==> src/rtl/writeback_stage_if.sv <==
// Writeback stage bus: MEM-side capture inputs, MDU handshake, register
// file write port and pending-buffer status. The read-bypass signals exist
// only when WB_BYPASS_EN is defined.
// master: the surrounding pipeline / register file; slave: writeback_stage.
interface writeback_stage_if #(
    parameter int WIDTH = 32,
    parameter int RSELW = 5
);
    // MEM stage outputs captured by the WB latch
    logic             mem_valid;
    logic             mem_regwen;
    logic             mem_memtoreg;
    logic [RSELW-1:0] mem_wsel;
    logic [WIDTH-1:0] mem_result;
    logic [WIDTH-1:0] mem_dload;
    logic             wb_stall;
    logic             wb_flush;

    // Multicycle mult/div unit result handshake
    logic             mdu_valid;
    logic [RSELW-1:0] mdu_wsel;
    logic [WIDTH-1:0] mdu_wdat;
    logic             mdu_ready;

    // Register file write port
    logic             rf_wen;
    logic [RSELW-1:0] rf_wsel;
    logic [WIDTH-1:0] rf_wdat;

    // Pending buffer status for the hazard unit
    logic             pend_valid;
    logic [RSELW-1:0] pend_wsel;

`ifdef WB_BYPASS_EN
    // Same-cycle write-to-read bypass
    logic [RSELW-1:0] rsel1;
    logic [RSELW-1:0] rsel2;
    logic [WIDTH-1:0] rf_rdat1;
    logic [WIDTH-1:0] rf_rdat2;
    logic [WIDTH-1:0] byp_rdat1;
    logic [WIDTH-1:0] byp_rdat2;
`endif

    modport master (
        output mem_valid, mem_regwen, mem_memtoreg, mem_wsel, mem_result, mem_dload,
        output wb_stall, wb_flush,
        output mdu_valid, mdu_wsel, mdu_wdat,
        input  mdu_ready,
        input  rf_wen, rf_wsel, rf_wdat,
        input  pend_valid, pend_wsel
`ifdef WB_BYPASS_EN
        ,
        output rsel1, rsel2, rf_rdat1, rf_rdat2,
        input  byp_rdat1, byp_rdat2
`endif
    );

    modport slave (
        input  mem_valid, mem_regwen, mem_memtoreg, mem_wsel, mem_result, mem_dload,
        input  wb_stall, wb_flush,
        input  mdu_valid, mdu_wsel, mdu_wdat,
        output mdu_ready,
        output rf_wen, rf_wsel, rf_wdat,
        output pend_valid, pend_wsel
`ifdef WB_BYPASS_EN
        ,
        input  rsel1, rsel2, rf_rdat1, rf_rdat2,
        output byp_rdat1, byp_rdat2
`endif
    );
endinterface

==> src/rtl/writeback_stage.sv <==
// MEM/WB pipeline latch and sole owner of the register file write port.
// Merges in-order pipeline writes with out-of-order MDU results; an MDU
// result that collides with a pipeline write is parked in a one-entry
// pending buffer and drained into the next cycle without a pipeline write.
// Optional macro WB_BYPASS_EN adds a combinational write-to-read bypass.
module writeback_stage #(
    parameter int WIDTH = 32,
    parameter int RSELW = 5
) (
    input logic             CLK,
    input logic             RST,
    writeback_stage_if.slave bus
);

    typedef logic [WIDTH-1:0] word_t;
    typedef logic [RSELW-1:0] rsel_t;

    typedef struct packed {
        logic  valid;
        logic  regwen;
        logic  memtoreg;
        rsel_t wsel;
    } wb_ctrl_t;

    wb_ctrl_t ctrl_q;
    word_t    result_q;
    word_t    dload_q;

    logic     pend_valid_q;
    rsel_t    pend_wsel_q;
    word_t    pend_wdat_q;

    logic     pwr;
    word_t    pipe_wdat;
    logic     mdu_accept;
    logic     mdu_direct;
    logic     pend_load;
    logic     pend_clear;
    logic     port_wen;
    rsel_t    port_wsel;
    word_t    port_wdat;

    // Control half of the WB latch; flush beats stall.
    always_ff @(posedge CLK or posedge RST) begin
        // NOTE: sequential state is assigned with <= so every flop samples
        // the pre-edge values regardless of block ordering.
        if (RST) begin
            ctrl_q <= '0;
        end else if (bus.wb_flush) begin
            ctrl_q.valid <= 1'b0;
        end else if (!bus.wb_stall) begin
            ctrl_q <= '{valid:    bus.mem_valid,
                        regwen:   bus.mem_regwen,
                        memtoreg: bus.mem_memtoreg,
                        wsel:     bus.mem_wsel};
        end
    end

    // Data half of the WB latch; captured alongside the control half.
    always_ff @(posedge CLK) begin
        // NOTE: data words carry no reset; they are only consumed while the
        // matching valid bit (which is reset) says they are meaningful.
        if (!bus.wb_stall) begin
            result_q <= bus.mem_result;
            dload_q  <= bus.mem_dload;
        end
    end

    // Pipeline write request and source selection, straight from the latch.
    always_comb begin
        pwr       = ctrl_q.valid & ctrl_q.regwen & (ctrl_q.wsel != '0);
        pipe_wdat = ctrl_q.memtoreg ? dload_q : result_q;
    end

    // MDU acceptance and pending-buffer load/clear decisions.
    always_comb begin
        mdu_accept = bus.mdu_valid & ~pend_valid_q;
        // Gated by RST so the port stays quiet while reset is held.
        mdu_direct = mdu_accept & (bus.mdu_wsel != '0) & ~RST;
        // A same-destination MDU result is older than the pipeline write, so
        // it is dropped rather than parked.
        pend_load  = mdu_accept & pwr & (bus.mdu_wsel != '0) &
                     (bus.mdu_wsel != ctrl_q.wsel);
        // Drain on a free slot, or drop when the pipeline overwrites it.
        pend_clear = pend_valid_q & (~pwr | (pend_wsel_q == ctrl_q.wsel));
    end

    // Pending buffer occupancy.
    always_ff @(posedge CLK or posedge RST) begin
        if (RST) begin
            pend_valid_q <= 1'b0;
        end else if (pend_load) begin
            pend_valid_q <= 1'b1;
        end else if (pend_clear) begin
            pend_valid_q <= 1'b0;
        end
    end

    // Pending buffer payload.
    always_ff @(posedge CLK) begin
        if (pend_load) begin
            pend_wsel_q <= bus.mdu_wsel;
            pend_wdat_q <= bus.mdu_wdat;
        end
    end

    // Write port arbitration: pipeline, then pending, then direct MDU.
    always_comb begin
        // NOTE: defaults first so every path assigns every output and no
        // latch is inferred.
        port_wen  = 1'b0;
        port_wsel = '0;
        port_wdat = '0;
        if (pwr) begin
            port_wen  = 1'b1;
            port_wsel = ctrl_q.wsel;
            port_wdat = pipe_wdat;
        end else if (pend_valid_q) begin
            port_wen  = 1'b1;
            port_wsel = pend_wsel_q;
            port_wdat = pend_wdat_q;
        end else if (mdu_direct) begin
            port_wen  = 1'b1;
            port_wsel = bus.mdu_wsel;
            port_wdat = bus.mdu_wdat;
        end
    end

    // Drive the bus outputs.
    always_comb begin
        bus.rf_wen     = port_wen;
        bus.rf_wsel    = port_wsel;
        bus.rf_wdat    = port_wdat;
        bus.mdu_ready  = ~pend_valid_q;
        bus.pend_valid = pend_valid_q;
        bus.pend_wsel  = pend_valid_q ? pend_wsel_q : '0;
    end

`ifdef WB_BYPASS_EN
    // Forward the write in flight to matching reads; r0 is never forwarded.
    always_comb begin
        bus.byp_rdat1 = bus.rf_rdat1;
        bus.byp_rdat2 = bus.rf_rdat2;
        if (port_wen && (port_wsel == bus.rsel1) && (bus.rsel1 != '0)) begin
            bus.byp_rdat1 = port_wdat;
        end
        if (port_wen && (port_wsel == bus.rsel2) && (bus.rsel2 != '0)) begin
            bus.byp_rdat2 = port_wdat;
        end
    end
`endif

endmodule

==> src/flat_wrapper.sv <==
// flat-port wrapper written by rule: the top's interface ports become plain ports
module writeback_stage_flat 
#(
    parameter int WIDTH = 32,
    parameter int RSELW = 5
)
  (CLK, RST, bus_mem_valid, bus_mem_regwen, bus_mem_memtoreg, bus_mem_wsel, bus_mem_result, bus_mem_dload, bus_wb_stall, bus_wb_flush, bus_mdu_valid, bus_mdu_wsel, bus_mdu_wdat, bus_mdu_ready, bus_rf_wen, bus_rf_wsel, bus_rf_wdat, bus_pend_valid, bus_pend_wsel);
  writeback_stage_if #(.WIDTH(WIDTH), .RSELW(RSELW)) bus_i ();
  input logic CLK;
  input logic RST;
  input wire logic [$bits(bus_i.mem_valid)-1:0] bus_mem_valid;
  input wire logic [$bits(bus_i.mem_regwen)-1:0] bus_mem_regwen;
  input wire logic [$bits(bus_i.mem_memtoreg)-1:0] bus_mem_memtoreg;
  input wire logic [$bits(bus_i.mem_wsel)-1:0] bus_mem_wsel;
  input wire logic [$bits(bus_i.mem_result)-1:0] bus_mem_result;
  input wire logic [$bits(bus_i.mem_dload)-1:0] bus_mem_dload;
  input wire logic [$bits(bus_i.wb_stall)-1:0] bus_wb_stall;
  input wire logic [$bits(bus_i.wb_flush)-1:0] bus_wb_flush;
  input wire logic [$bits(bus_i.mdu_valid)-1:0] bus_mdu_valid;
  input wire logic [$bits(bus_i.mdu_wsel)-1:0] bus_mdu_wsel;
  input wire logic [$bits(bus_i.mdu_wdat)-1:0] bus_mdu_wdat;
  output wire logic [$bits(bus_i.mdu_ready)-1:0] bus_mdu_ready;
  output wire logic [$bits(bus_i.rf_wen)-1:0] bus_rf_wen;
  output wire logic [$bits(bus_i.rf_wsel)-1:0] bus_rf_wsel;
  output wire logic [$bits(bus_i.rf_wdat)-1:0] bus_rf_wdat;
  output wire logic [$bits(bus_i.pend_valid)-1:0] bus_pend_valid;
  output wire logic [$bits(bus_i.pend_wsel)-1:0] bus_pend_wsel;
  assign bus_i.mem_valid = bus_mem_valid;
  assign bus_i.mem_regwen = bus_mem_regwen;
  assign bus_i.mem_memtoreg = bus_mem_memtoreg;
  assign bus_i.mem_wsel = bus_mem_wsel;
  assign bus_i.mem_result = bus_mem_result;
  assign bus_i.mem_dload = bus_mem_dload;
  assign bus_i.wb_stall = bus_wb_stall;
  assign bus_i.wb_flush = bus_wb_flush;
  assign bus_i.mdu_valid = bus_mdu_valid;
  assign bus_i.mdu_wsel = bus_mdu_wsel;
  assign bus_i.mdu_wdat = bus_mdu_wdat;
  assign bus_mdu_ready = bus_i.mdu_ready;
  assign bus_rf_wen = bus_i.rf_wen;
  assign bus_rf_wsel = bus_i.rf_wsel;
  assign bus_rf_wdat = bus_i.rf_wdat;
  assign bus_pend_valid = bus_i.pend_valid;
  assign bus_pend_wsel = bus_i.pend_wsel;
  writeback_stage #(.WIDTH(WIDTH), .RSELW(RSELW)) u_core (.CLK(CLK), .RST(RST), .bus(bus_i));
endmodule
==> config.mk <==
export PLATFORM = sky130hd
export DESIGN_NAME = writeback_stage_flat
export DESIGN_NICKNAME = d
export VERILOG_FILES = /design/src/rtl/writeback_stage_if.sv /design/src/rtl/writeback_stage.sv /design/src/flat_wrapper.sv
export SDC_FILE = /design/constraint.sdc
export NUM_CORES = 1
export LEC_CHECK = 0
export CAP_MARGIN = 10
export CORE_MARGIN = 2
export CORE_UTILIZATION = 23
export CTS_CLUSTER_SIZE = 24
export DETAILED_ROUTE_END_ITERATION = 7
export MAX_ROUTING_LAYER = met4
export PLACE_DENSITY = 0.52
export SLEW_MARGIN = 20
export SYNTH_ARGS = -nofsm -noshare
export SYNTH_HDL_FRONTEND = slang
export SYNTH_SLANG_ARGS = --single-unit
==> constraint.sdc <==
create_clock -name CLK -period 10.64 [get_ports CLK]
set_input_delay 1.064 -clock CLK [delete_from_list [all_inputs] [get_ports CLK]]
set_output_delay 1.064 -clock CLK [all_outputs]
set_load 0.02 [all_outputs]
* Yosys cells after proc, flatten, opt, wreduce, memory -nomap -nowiden
Index checks and enable logic that the tools add are counted.
** Operators by class
- Magnitude comparators :: 0
- $mul :: 0
- Div/mod/pow operators :: 0
- Bitwise operators :: 15
- Shifts and indexed selects :: 0
- Add/subtract/negate cells :: 0
- Reduce and logical (&&, ||, !) cells :: 4
- Equal/unequal tests :: 3
- Multiplexer cells :: 15
** Operators by type and width (count)
- 32-bit 2-to-1 mux :: 4
- 5-bit 2-to-1 mux :: 4
- 5-bit nonzero test :: 2
- 1-bit bitwise AND :: 9
- 8-bit 2-to-1 mux :: 1
- 1-bit 2-to-1 mux :: 6
- 5-bit == test :: 1
- 5-bit inequality test :: 1
- 1-bit inverter :: 5
- 2-bit by 1-bit inequality test with 1-bit output, second input constant :: 1
- 2-bit AND reduction :: 1
- 2-bit nonzero test :: 1
- 1-bit bitwise OR :: 1
** Word-level totals
- Memories kept :: 0
- Bits in latches :: 0
- Bits of input ports :: 114
- Logic and storage cells :: 46
- RAM bits :: 0
- Register bits :: 110
- Output and inout bits :: 45
- Bits in read-only memories :: 0

* Logic depth before layout (Yosys ltp)
Gate-level depths: netlist (run 1).
- Depth after elaboration :: 7
- Mapped depth :: 7
- Gate-level depth less buffers :: 4

* Least setup slack after synthesis (run 1)
Ideal clock, no wire load.
- Path type :: in2reg
- From :: input bus_mdu_wsel[1]
- To :: register u_core.pend_wdat_q[0], enable pin
- Setup slack :: 6.284 ns
- Data required time :: 10.163 ns
- Stages on the path :: 4
- Arrival time :: 3.879 ns
- Setup time :: 0.477 ns
- Path buffers :: 0
- Cells stage by stage :: nor3_1 > nand2_1 > nand3_1 > nor3_1
** Between the ends
- Word-level cells in the longest chain between the ends :: 3
- Elaborated cells between the ends (all ways) :: 4
- Classes of those cells :: 1 x eq/ne; 2 x bitwise; 1 x reduce/logical
** RTL lines
- from (decl) :: RTL line flat_wrapper.sv:20 : input wire logic [$bits(bus_i.mdu_wsel)-1:0] bus_mdu_wsel;
- 5-bit nonzero test :: RTL line writeback_stage.sv:82 : pend_load = mdu_accept & pwr & (bus.mdu_wsel != '0) &
- 1-bit bitwise AND :: RTL line writeback_stage.sv:82
- 1-bit bitwise AND * :: RTL line writeback_stage.sv:82
- net u_core.pend_load :: RTL line writeback_stage.sv:37 : logic pend_load;
- to (signal assigned) :: RTL line writeback_stage.sv:103 : pend_wdat_q <= bus.mdu_wdat;
- to (decl) :: RTL line writeback_stage.sv:31 : word_t pend_wdat_q;
Mark *: on every way through the listed nets, which the timed path passes. The rest lies on a longest branch.
A chain may end at the register's enable or synchronous reset.

* Worst setup path in the final report (run 1)
- From :: register u_core.ctrl_q[0] (netlist name)
- To :: output bus_rf_wdat[6]
** Between the ends
- Word-level cells in the longest chain between the ends :: 3
** RTL lines
- from (decl) :: RTL line writeback_stage.sv:25 : wb_ctrl_t ctrl_q;
- from (signal assigned) :: RTL line writeback_stage.sv:52 : ctrl_q <= '{valid: bus.mem_valid,
- 5-bit nonzero test :: RTL line writeback_stage.sv:71 : pwr = ctrl_q.valid & ctrl_q.regwen & (ctrl_q.wsel != '0);
- 1-bit bitwise AND :: RTL line writeback_stage.sv:71
- 32-bit 2-to-1 mux :: RTL line writeback_stage.sv:114 : if (pwr) begin
- to (decl) :: RTL line flat_wrapper.sv:25 : output wire logic [$bits(bus_i.rf_wdat)-1:0] bus_rf_wdat;
No other way between the ends.

==> impl_metrics.json, run 1 <==
{
  "run_status": "finished, final reports clean",
  "r2r-end": "u_core.pend_wdat_q[18]",
  "rsz0062_at_grt": "false",
  "first_pass_iters": 4,
  "hold_ws_ns": 0.6618,
  "cp-end-kind": "output pin",
  "clock_sinks": 110,
  "max_slew_margin": 0.3694,
  "vias": 3177,
  "arrival_ns": 4.03,
  "clock_path_buffers": 2,
  "worstSkewPairLatency_ns": 0.35,
  "worstHoldPathType": "reg2reg",
  "clock_skew_ns": 0.008422,
  "cts_root_buffer": "clkbuf_16",
  "area_growth_pct": 45.11,
  "yosys_warnings": 0,
  "finalWirelength_mm": 12.50,
  "antenna_found_initial": 0,
  "most-common-layout-cells": "clkdlybuf4s50_1 (158), edfxtp_1 (101), mux2_2 (39)",
  "grt.total_usage": 0.1187,
  "yosys.cell_types.count": 27,
  "hold_violations": 0,
  "path_class": "reg2out",
  "die_height_microns": 146.8,
  "detail-route-antenna-nets": 0,
  "io_buffers": 158,
  "die_x_microns": 146.8,
  "rows": 52,
  "synthTopCellsByArea": "edfxtp_1 (65%), mux2_2 (9.4%), a221o_1 (6.8%), dfrtp_1 (4.8%), and3_1 (4.5%)",
  "dp_hpwl_mm": 8.552,
  "period_share": 0.4791,
  "drcViolationCount": 0,
  "rr_worst_depth": 4,
  "finalSetupTns_ns": 0,
  "fin_cells": 714,
  "synth-edff-count": 101,
  "rr_startpoint": "u_core.ctrl_q[0]",
  "finalSetupViolations": 0,
  "nNetsFinal": 553,
  "async_reset_ff_frac": 0.08182,
  "ios": 159,
  "viasPerCell": 4.450,
  "initial_core_util": 0.2334,
  "place_ws_ns": 5.630,
  "p_leak_uw": 0.002424,
  "syn_nets": 399,
  "worstSetupStartpoint": "u_core.ctrl_q[0]",
  "required_ns": 9.58,
  "worst_pin_slew_ns": 0.9458,
  "reg2reg_setup_slack_ns": 8.05,
  "drive_gt1_frac": 0.1464,
  "maxCapViolCount": 0,
  "postCtsHoldBufs": 0,
  "dieArea_sq_um": 21560,
  "fmax_mhz": 196.2,
  "nFillCells": 1942,
  "cp-endpoint": "bus_rf_wdat[6]",
  "avgSynthCellArea_sq_um": 16.47,
  "grt_max_degree": 65,
  "drt_iter0_drc": 207,
  "cts_made_buffers": 9,
  "period_minus_slack_ns": 5.097,
  "synth_largest_area_cell": "edfxtp_1",
  "htree_levels": 3,
  "cts_resized": 0,
  "cp_max_fo": 35,
  "startpoint_type": "register",
  "wl_per_cell_microns": 17.50,
  "layout_commonest_cell": "clkdlybuf4s50_1",
  "ys_seq_area_frac": 0.6942,
  "yosys_register_bits": 110,
  "power_density_nw_per_um2": 149.9,
  "grt_pass1_vias": 3306,
  "synth_cells": 285,
  "post_cts_buffers": 0,
  "cts.clk_slew.worst_paths_ns": 0.07,
  "grt_pass1_wl_mm": 18.86,
  "cts_tree": "yes",
  "core_sq_um": 20100,
  "n_antenna_cell": 0,
  "synth_ff_type": "edfxtp_1",
  "overflow": 0,
  "dp.cells": 698,
  "synthesis.area_sq_um": 4693,
  "fin_ws_ns": 5.543,
  "vdd_drop_max_mv": 0.06977,
  "routabilityCongestion": 0.7660,
  "slew_viol_final": 0,
  "synth_top_area_frac": 0.6462
}
==> metal layers <==
metal	global-route usage	routed length, microns	part of all wire
met2	0.1845	5866	0.47
met3	0.03385	843	0.067
met1	0.1490	5604	0.45
met4	0.04078	183	0.015
met5	-	0	0
==> cell type report <==
| cell class | count | area (sq um) | share of cell area |
|---|---|---|---|
| flip-flops and latches | 110 | 3259 | 0.4786 |
| multi-input cells | 152 | 1291 | 0.1896 |
| well taps | 270 | 337.8 | 0.04961 |
| clock buffers | 10 | 250.2 | 0.03674 |
| clock inverters | 6 | 41.29 | 0.006063 |
| repair buffers | 163 | 1619 | 0.2377 |
| inverters | 3 | 11.26 | 0.001654 |
==> kinds of logic (layout without fill, tap and decap cells) <==
| kind of cell | Yosys count | in the layout | synth area share |
|---|---|---|---|
| AO/OA/AOI/OAI | 47 | 47 | 0.09118 |
| XOR/XNOR | 10 | 10 | 0.01866 |
| multiplexers | 40 | 40 | 0.09571 |
| flip-flops | 110 | 110 | 0.6942 |
| buffers and inverters | 23 | 182 | 0.03172 |
| AND/OR/NAND/NOR | 55 | 55 | 0.06851 |
==> worst max-delay path: stages (launching register included) <==
cell and delay [ns]:
dfrtp_1 0.45, or4_4 0.58, o211ai_4 0.72, and3_1 0.72, buf_4 0.38, a221o_1 0.21, clkdlybuf4s50_1 0.60
==> sequential cells by signal, summed over array words and instances, names as in the netlist <==
register / cells
u_core.dload_q: 32
u_core.pend_wdat_q: 32
u_core.result_q: 32
u_core.ctrl_q: 8
u_core.pend_wsel_q: 5
u_core.bus.pend_valid: 1
==> synthesized netlist by cell type (all sizes together), types with 5 or more instances <==
| cell type | instances |
|---|---|
| buf | 10 |
| a221o | 32 |
| o21ai | 5 |
| nand3 | 5 |
| a21oi | 5 |
| and2 | 5 |
| edfxtp | 101 |
| xnor2 | 6 |
| clkbuf | 10 |
| dfrtp | 9 |
| mux2 | 39 |
| and3 | 34 |
==> power breakdown <==
part           switching (uW)  leakage [uW]  internal (uW)
Clock                     156      0.000148            174
Combinational            68.5       0.00121           99.3
Sequential               21.1       0.00107            502
==> stage by stage <==
step           total power [uW]  cell area (sq um)  utilization
3_3_place_gp              700.0               6519       0.3242
6_report                   1021               6810       0.3387
5_1_grt                    1066               6810       0.3387
3_5_place_dp              702.4               6519       0.3242
2_1_floorplan             611.1               4693            -
4_1_cts                    1038               6810       0.3387
==> worst min path at each step <==
stage                            end  cells after the start  slack (ns)             start
global placement    u_core.ctrl_q[2]                      1        0.64  u_core.ctrl_q[2]
finish              u_core.ctrl_q[3]                      1        0.66  u_core.ctrl_q[3]
floorplan           u_core.ctrl_q[0]                      1        0.59  u_core.ctrl_q[0]
global route        u_core.ctrl_q[6]                      1        0.69  u_core.ctrl_q[6]
CTS                 u_core.ctrl_q[6]                      1        0.67  u_core.ctrl_q[6]
detailed placement  u_core.ctrl_q[6]                      1        0.65  u_core.ctrl_q[6]
No activity file was read; power rests on OpenSTA's default activity.
==> run 2, diff against run 1 <==
==> constraint.sdc (replaced) <==
create_clock -name CLK -period 4.8 [get_ports CLK]
set_input_delay 0.48 -clock CLK [delete_from_list [all_inputs] [get_ports CLK]]
set_output_delay 0.48 -clock CLK [all_outputs]
set_load 0.02 [all_outputs]
==> impl_metrics.json, run 2 (synthesized netlist as in run 1, its figures left out) <==
{
  "place_ws_ns": 1.067,
  "crit_path_max_incr_delay_ns": 0.62,
  "routabilityCongestion": 0.7624,
  "wl_per_cell_microns": 17.78,
  "cp_max_fo": 20,
  "path_cells": "or4_4 > o211ai_4 > and3_1 > buf_12 > a221o_1 > clkdlybuf4s50_1",
  "hold_ws_ns": 0.4148,
  "finalSetupViolations": 0,
  "ios": 159,
  "dieArea_sq_um": 21560,
  "grt.total_usage": 0.1216,
  "startpoint_type": "register",
  "antenna_found_initial": 0,
  "fin_ws_ns": 1.052,
  "seqCellArea_sq_um": 3259,
  "dp_hpwl_mm": 8.560,
  "die_height_microns": 146.8,
  "cp_slowest_cell": "and3_1",
  "grt_pass1_vias": 3324,
  "clock_sinks": 110,
  "layout_commonest_cell": "clkdlybuf4s50_1",
  "detail-route-antenna-nets": 0,
  "core_sq_um": 20100,
  "max_slew_margin": 0.3861,
  "post_cts_buffers": 0,
  "cp-end-kind": "output pin",
  "nNetsFinal": 554,
  "period_share": 0.7807,
  "vias": 3144,
  "final_util": 0.3428,
  "viasPerCell": 4.397,
  "period_minus_slack_ns": 3.748,
  "drcViolationCount": 0,
  "grt_pass1_wl_mm": 19.33,
  "power_density_nw_per_um2": 351.3,
  "run_status": "finished, final reports clean",
  "htree_levels": 3,
  "clock_path_buffers": 2,
  "multi_input_area_sq_um": 1291,
  "overflow": 0,
  "postCtsHoldBufs": 0,
  "most-common-layout-cells": "clkdlybuf4s50_1 (158), edfxtp_1 (101), mux2_2 (39)",
  "largestRegisters": "u_core.dload_q (32), u_core.pend_wdat_q (32), u_core.result_q (32)",
  "power_uw": 2421,
  "die_x_microns": 146.8,
  "rsz0062_at_grt": "false",
  "worstSkewPairLatency_ns": 0.36,
  "first_pass_iters": 4,
  "fmax_mhz": 266.8,
  "cts_resized": 0,
  "grt_max_degree": 43,
  "rows": 52,
  "vdd_drop_max_mv": 0.1795,
  "finalWirelength_mm": 12.71,
  "cts_root_buffer": "clkbuf_16",
  "io_buffers": 158,
  "finalSetupTns_ns": 0,
  "arrival_ns": 3.27,
  "clock_skew_ns": 0.01154,
  "p_leak_uw": 0.002456,
  "required_ns": 4.32,
  "initial_core_util": 0.2334,
  "area_growth_pct": 46.84,
  "n_antenna_cell": 0,
  "worstHoldPathType": "in2async",
  "drive_gt1_frac": 0.1483,
  "maxCapViolCount": 0,
  "slew_viol_final": 0,
  "worst_pin_slew_ns": 0.9209,
  "cts_tree": "yes",
  "path_class": "reg2out",
  "hold_violations": 0,
  "cts.clk_slew.worst_paths_ns": 0.07,
  "nFillCells": 1908,
  "drt_iter0_drc": 194,
  "cts_made_buffers": 9
}
run 2: cell types whose count changed in the layout (fill, tap and decap cells not counted), sizes merged:
| cell | before | now |
|---|---|---|
| bufinv | 0 | 3 |
| inv | 5 | 6 |
| clkinv | 4 | 1 |
| buf | 5 | 6 |
| clkbuf | 10 | 9 |
run 2: path summary, 6_finish.rpt:
check                                  from                    end  slack [ns]  depth (start not counted)
setup / recovery           u_core.ctrl_q[0]         bus_rf_wdat[6]        1.05                          6
hold / removal                          RST       u_core.ctrl_q[0]        0.41                          2
setup reg to reg           u_core.ctrl_q[0]  u_core.pend_wdat_q[7]        2.44                          5
hold reg to reg            u_core.ctrl_q[4]       u_core.ctrl_q[4]        0.67                          1
max in group asynchronous               RST       u_core.ctrl_q[5]        4.08                          2
min in group CLK           u_core.ctrl_q[4]       u_core.ctrl_q[4]        0.67                          1
run 2: area by class of cell:
cell class	instances	share of cell area
tap	270	0.04902
clock inverter	7	0.01852
multi-input combinational	152	0.1874
inverter	3	0.001634
clock buffer	9	0.03268
timing repair buffer	164	0.2378
sequential	110	0.4729
run 2: power breakdown:
group	internal [uW]	leakage, uW	switching (uW)
Clock	519	0.000173	368
Sequential	1110	0.00107	47.1
Combinational	222	0.00121	154
run 2: worst max-delay path, delay by kind of cell, from the launching register on:
family | cells | cell delay [ns]
flops | 1 | 0.48
simple gates | 2 | 1.21
compound gates | 2 | 0.35
buf+inv | 2 | 0.87
run 2: metal layers:
metal,track usage,share of wire,vias to the layer above
met5,-,0,-
li1,-,-,1460
met1,0.1569,0.46,1551
met4,0.04369,0.017,0
met2,0.1885,0.46,118
met3,0.02733,0.057,15
run 2: through the flow:
step / cells / instance area [sq um]
6_report: 715 / 6892
5_1_grt: 715 / 6892
4_1_cts: 715 / 6892
3_5_place_dp: 699 / 6539
3_3_place_gp: 699 / 6539
2_1_floorplan: 285 / 4693
==> RTL edit 1, RTL diff (flow settings as in run 1) <==
`WIDTH` is set to 32 in 3 places; all go to 28.
--- a/src/rtl/writeback_stage_if.sv
+++ b/src/rtl/writeback_stage_if.sv
@@ -5,3 +5,3 @@
 interface writeback_stage_if #(
-    parameter int WIDTH = 32,
+    parameter int WIDTH = 28,
     parameter int RSELW = 5
--- a/src/rtl/writeback_stage.sv
+++ b/src/rtl/writeback_stage.sv
@@ -6,3 +6,3 @@
 module writeback_stage #(
-    parameter int WIDTH = 32,
+    parameter int WIDTH = 28,
     parameter int RSELW = 5
--- a/src/flat_wrapper.sv
+++ b/src/flat_wrapper.sv
@@ -3,3 +3,3 @@
 #(
-    parameter int WIDTH = 32,
+    parameter int WIDTH = 28,
     parameter int RSELW = 5
Ports: changed (resized bus_mdu_wdat, bus_mem_dload, bus_mem_result and bus_rf_wdat); port bits go from 159 to 143. The function was not compared with the original's and may differ.
==> RTL edit 1 against run 1 <==
- setup slack improved by 0.056 ns
- fmax is 1.1% higher
- total power is 5.8% lower
- sequential cell count shrank 12
- count of clock-buffer cells in the layout unchanged
- synthesized area decreased by 11%
- sequential power down 11%
- wire length decreased by 8.6%
- cell area shrank 9.7%
- largest power group unchanged
==> RTL edit 1: results (changes against run 1) <==
* Final weighted congestion in routability-driven placement: 0.753 (-1.7%)
- The post-detailed-route wirelength per cell was 18.0 µm (+2.9%).
- The largest stage delay on the critical path came to 0.67 ns (-0.05 ns).
* Worst R2R End: u_core.bus.pend_valid
- Worst Skew: 0.0115 ns (+0.00306 ns)
- The largest net degree at the start of global routing is 49 (-25%).
* Placed Instance Area: 5840 µm² (-10%)
* Registers with the most flip-flops: u_core.dload_q: 28 flops, u_core.pend_wdat_q: 28 flops, u_core.result_q: 28 flops
* Number of global-route vias before repair: 3,052 (-7.7%)
* Seq/Total Area, Yosys: 69.3% (-0.12 points)
- Peak fanout along the critical path: 16 (-54%)
* Outcome: finished clean
- The peak ir drop on the vdd network is 73.3 µV (+5.1%).
- Final #Nets: 502 (-9.2%)
* Slack of the worst reg-to-reg path: 8.38 ns (+0.33 ns)
- The share of synthesized flip-flops with an asynchronous set or reset is 9.18% (+1.0 points).
- The worst max-slew margin expressed relative to the limit is 47.0% (+10 points).
* Number of vias after detailed routing: 2,859 (-10%)
* Post-synth EDFFs: 89 (-12%)
- DRT iter0 DRCs: 183 (-12%)
- The number of detailed-routing iterations run before antenna repair came to 5 (+1).
- Net count of the mapped netlist: 360 (-9.8%)
- The overall global routing resource usage came to 12.2% (+0.30 points).
* Global-route wire length before repair: 17,400 µm (-8.0%)
- Count of cells along the worst register-to-register path: 5 (+1)
* Most numerous cell types in the synthesized netlist: sky130_fd_sc_hd__edfxtp_1 (89), sky130_fd_sc_hd__mux2_2 (35), sky130_fd_sc_hd__and3_1 (30)
* Worst hold endpoint: u_core.ctrl_q[6]
## RTL edit 1: changes by cell type in the layout (fill, tap and decap cells not counted), moves of 2 or more
cell and change:
sky130_fd_sc_hd__bufinv_16 +2, sky130_fd_sc_hd__mux2_2 -4, sky130_fd_sc_hd__clkdlybuf4s50_1 -16, sky130_fd_sc_hd__and3_1 -4, sky130_fd_sc_hd__edfxtp_1 -12, sky130_fd_sc_hd__clkinv_2 -2, sky130_fd_sc_hd__clkinv_1 +2, sky130_fd_sc_hd__inv_6 -2
sky130_fd_sc_hd__a221o_1 -4
## RTL edit 1: cell type report
type | instances | area [µm²] | share of cell area, %
clock inverters | 6 | 81.3 | 1.32
clock buffers | 10 | 229 | 3.72
well taps | 229 | 287 | 4.66
multi-input cells | 140 | 1170 | 19.1
flip-flops and latches | 98 | 2900 | 47.2
repair buffers | 148 | 1470 | 23.9
inverters | 3 | 11.3 | 0.183
## RTL edit 1: worst max-delay path by stage
stage | start | end | slack [ns] | cells after the start
2_1_floorplan | bus_mdu_wsel[1] | u_core.pend_wdat_q[0] | 6.58 | 4
3_3_place_gp | RST | bus_rf_wdat[26] | 5.58 | 7
3_5_place_dp | RST | bus_rf_wdat[26] | 5.50 | 7
4_1_cts | RST | bus_rf_wdat[26] | 5.50 | 7
5_1_grt | RST | bus_rf_wdat[26] | 5.38 | 7
6_report | RST | bus_rf_wdat[26] | 5.60 | 7
## RTL edit 1: per-layer routing
metal | up-vias | track usage (%) | part of all wire, %
li1 | 1320 | - | -
met1 | 1407 | 15.4 | 45
met2 | 116 | 18.7 | 46
met3 | 16 | 3.00 | 6.2
met4 | 0 | 5.05 | 1.9
met5 | - | - | 0
## RTL edit 1: kinds of logic (layout without fill, tap and decap cells)
logic type	Yosys count	in the layout	share of synthesized area (%)
flops	98	98	69.3
simple gates	51	51	7.09
compound gates	43	43	9.07
mux	36	36	9.66
buf+inv	20	167	2.78
xor+xnor	10	10	2.09
## RTL edit 1: metrics by stage
step / power [mW] / cells / setup slack, ns / util (%) / hold WS [ns]
after floorplan: 0.544 / 258 / 6.58 / - / 0.565
after global placement: 0.626 / 618 / 5.58 / 32.6 / 0.588
after detailed placement: 0.628 / 618 / 5.50 / 32.6 / 0.605
after CTS: 0.978 / 634 / 5.50 / 34.3 / 0.618
after global routing: 1.00 / 634 / 5.38 / 34.3 / 0.662
final: 0.961 / 634 / 5.60 / 34.3 / 0.617
## RTL edit 1: critical path, delay by kind of cell
family	cells	cell delay [ns]
AND/OR/NAND/NOR	2	1.02
AO/OA/AOI/OAI	1	0.17
buffers and inverters	4	1.72
## RTL edit 1: power by group
part           switching [mW]  internal, mW  total [mW]
Clock                   0.140         0.205       0.344
Combinational          0.0608        0.0896       0.150
Sequential             0.0201         0.447       0.467
Total                   0.221         0.741       0.961
==> RTL edit 2, RTL diff (config.mk and constraints of run 1) <==
Without the edit above. Reset style: synchronous (`RST`), changed in 2 clocked blocks.
--- a/src/rtl/writeback_stage.sv
+++ b/src/rtl/writeback_stage.sv
@@ -43,3 +43,3 @@
     // Control half of the WB latch; flush beats stall.
-    always_ff @(posedge CLK or posedge RST) begin
+    always_ff @(posedge CLK) begin
         // NOTE: sequential state is assigned with <= so every flop samples
@@ -88,3 +88,3 @@
     // Pending buffer occupancy.
-    always_ff @(posedge CLK or posedge RST) begin
+    always_ff @(posedge CLK) begin
         if (RST) begin
Formal check against the unedited RTL: differs if RST is asserted again (counterexample within 4 cycles, from zero or initial values and one cycle with RST high); with RST held inactive, the same outputs for 10 cycles.
==> RTL edit 2 against run 1 <==
- critical path type is now input pin to output port
- setup slack worse by 0.039 ns
- wire length shrank 0.88%
- cell count is 3.2% higher
- via count unchanged
- critical endpoint is now bus_rf_wdat[16]
- total power fell by 6.6%
- fmax down 0.76%
- clock skew grew 0.0031 ns
- sequential cell count is the same
- synthesized cell count up 6.0%
- count of clock-buffer cells in the layout grew 2
- synthesized area up 4.3%
- cell area is 3.3% higher
==> RTL edit 2: results (changes against run 1) <==
- Post-detailed-placement half-perimeter wirelength: 8880 µm (+3.8%)
* Fraction of registers with async set/reset: 0% (-8.2 points)
- The setup clock skew after layout was 0.0115 ns (+0.00310 ns).
- The largest stage delay on the critical path is 0.66 ns (-0.06 ns).
* Critical Path Slowest Stage Cell: sky130_fd_sc_hd__a21boi_4
- Final #Nets: 571 (+3.3%)
- Shortest clock period the worst path allows after layout: 5.14 ns (+0.0389 ns)
- The slew at the pin closest to its max-slew limit is 0.700 ns (-0.246 ns).
* Worst IR drop on VDD: 70.0 µV (+0.27%)
- Lkg Pwr: 2.20 nW (-9.2%)
* Count of cells along the worst register-to-register path: 6 (+2)
- Beginning of the worst register-to-register path: u_core.bus.pend_valid
* Outcome: finished clean
- Placed Instance Area: 6740 µm² (+3.5%)
- Most Used Layer, Global Route: met2
- Power dissipated in the clock network: 0.338 mW (+2%)
- The number of instances in the placed design came to 721 (+3.3%).
* Proportion of layout cells with a drive suffix above 1: 19.3% (+4.6 points)
- Peak fanout along the critical path: 18 (-49%)
- Largest delay contributor family on the critical path: buffers and inverters
* Most numerous cell types in the synthesized netlist: sky130_fd_sc_hd__edfxtp_1 (101), sky130_fd_sc_hd__mux2i_1 (33), sky130_fd_sc_hd__a21oi_2 (30), sky130_fd_sc_hd__a221oi_2 (30), sky130_fd_sc_hd__a21oi_1 (17)
- The worst endpoint data arrival time is 4.07 ns (+0.04 ns).
- The via count of the first global-routing pass came to 3,438 (+4.0%).
- Net count of the mapped netlist: 416 (+4.3%)
- Met3 usage in global routing: 2.50% (-0.89 points)
- For hold timing, the worst endpoint is u_core.ctrl_q[6].
- The sequential fraction of the synthesis area is 65.6% (-3.8 points).
- The synthesized area per cell is 16.2 µm² (-1.6%).
* Global-route total usage across every layer: 11.5% (-0.33 points)
* Routed length per instance: 16.8 µm (-4.0%)
* Critical path start-end classification: input pin to output port
- Worst setup path startpoint: RST
- In this run the most critical hold path is launched from u_core.ctrl_q[6].
- The largest net degree at the start of global routing came to 44 (-32%).
* Total power density per cell area: 136 nW/µm² (-9.6%)
- Slack of the worst reg-to-reg path: 8.25 ns (+0.20 ns)
- The violation count after the first detailed-routing iteration came to 127 (-39%).
- The internal power consumption was 0.743 mW (-4.1%).
- The count of buffers from port buffering came to 158 (unchanged).
- The aggregate routed wire length was 12,400 µm (-0.88%).
- Timing endpoint of the critical path: bus_rf_wdat[16]
* Final worst hold slack: 0.535 ns (-0.127 ns)
* Worst R2R End: u_core.pend_wdat_q[4]
- Global-route wire length before repair: 19,100 µm (+0.99%)
- The met1 layer usage reported by global route is 14.2% (-0.72 points).
- The power attributed to combinational cells came to 0.112 mW (-33%).
- Met2 routing resource usage after global routing: 18.8% (+0.32 points)
- Final weighted congestion in routability-driven placement: 0.761 (-0.64%)
RTL edit 2: layout make-up:
class,count,area [µm²]
Clock buffer,12,236
Clock inverter,4,55.1
Fill cell,2099,13900
Inverter,3,11.3
Multi-Input combinational cell,167,1530
Sequential cell,110,3220
Tap cell,275,344
Timing Repair Buffer,166,1650
RTL edit 2: logic make-up after synthesis:
| group | Yosys count | synth area share [%] |
|---|---|---|
| flops | 110 | 65.6 |
| compound gates | 95 | 18.7 |
| mux | 33 | 6.75 |
| simple gates | 29 | 3.45 |
| buf+inv | 25 | 3.65 |
| xor+xnor | 10 | 1.79 |
RTL edit 2: per-layer routing:
layer,vias to the layer above,part of all wire [%]
met1,1546,44
met5,-,0
li1,1515,-
met4,0,1.6
met2,104,50
met3,12,5.3
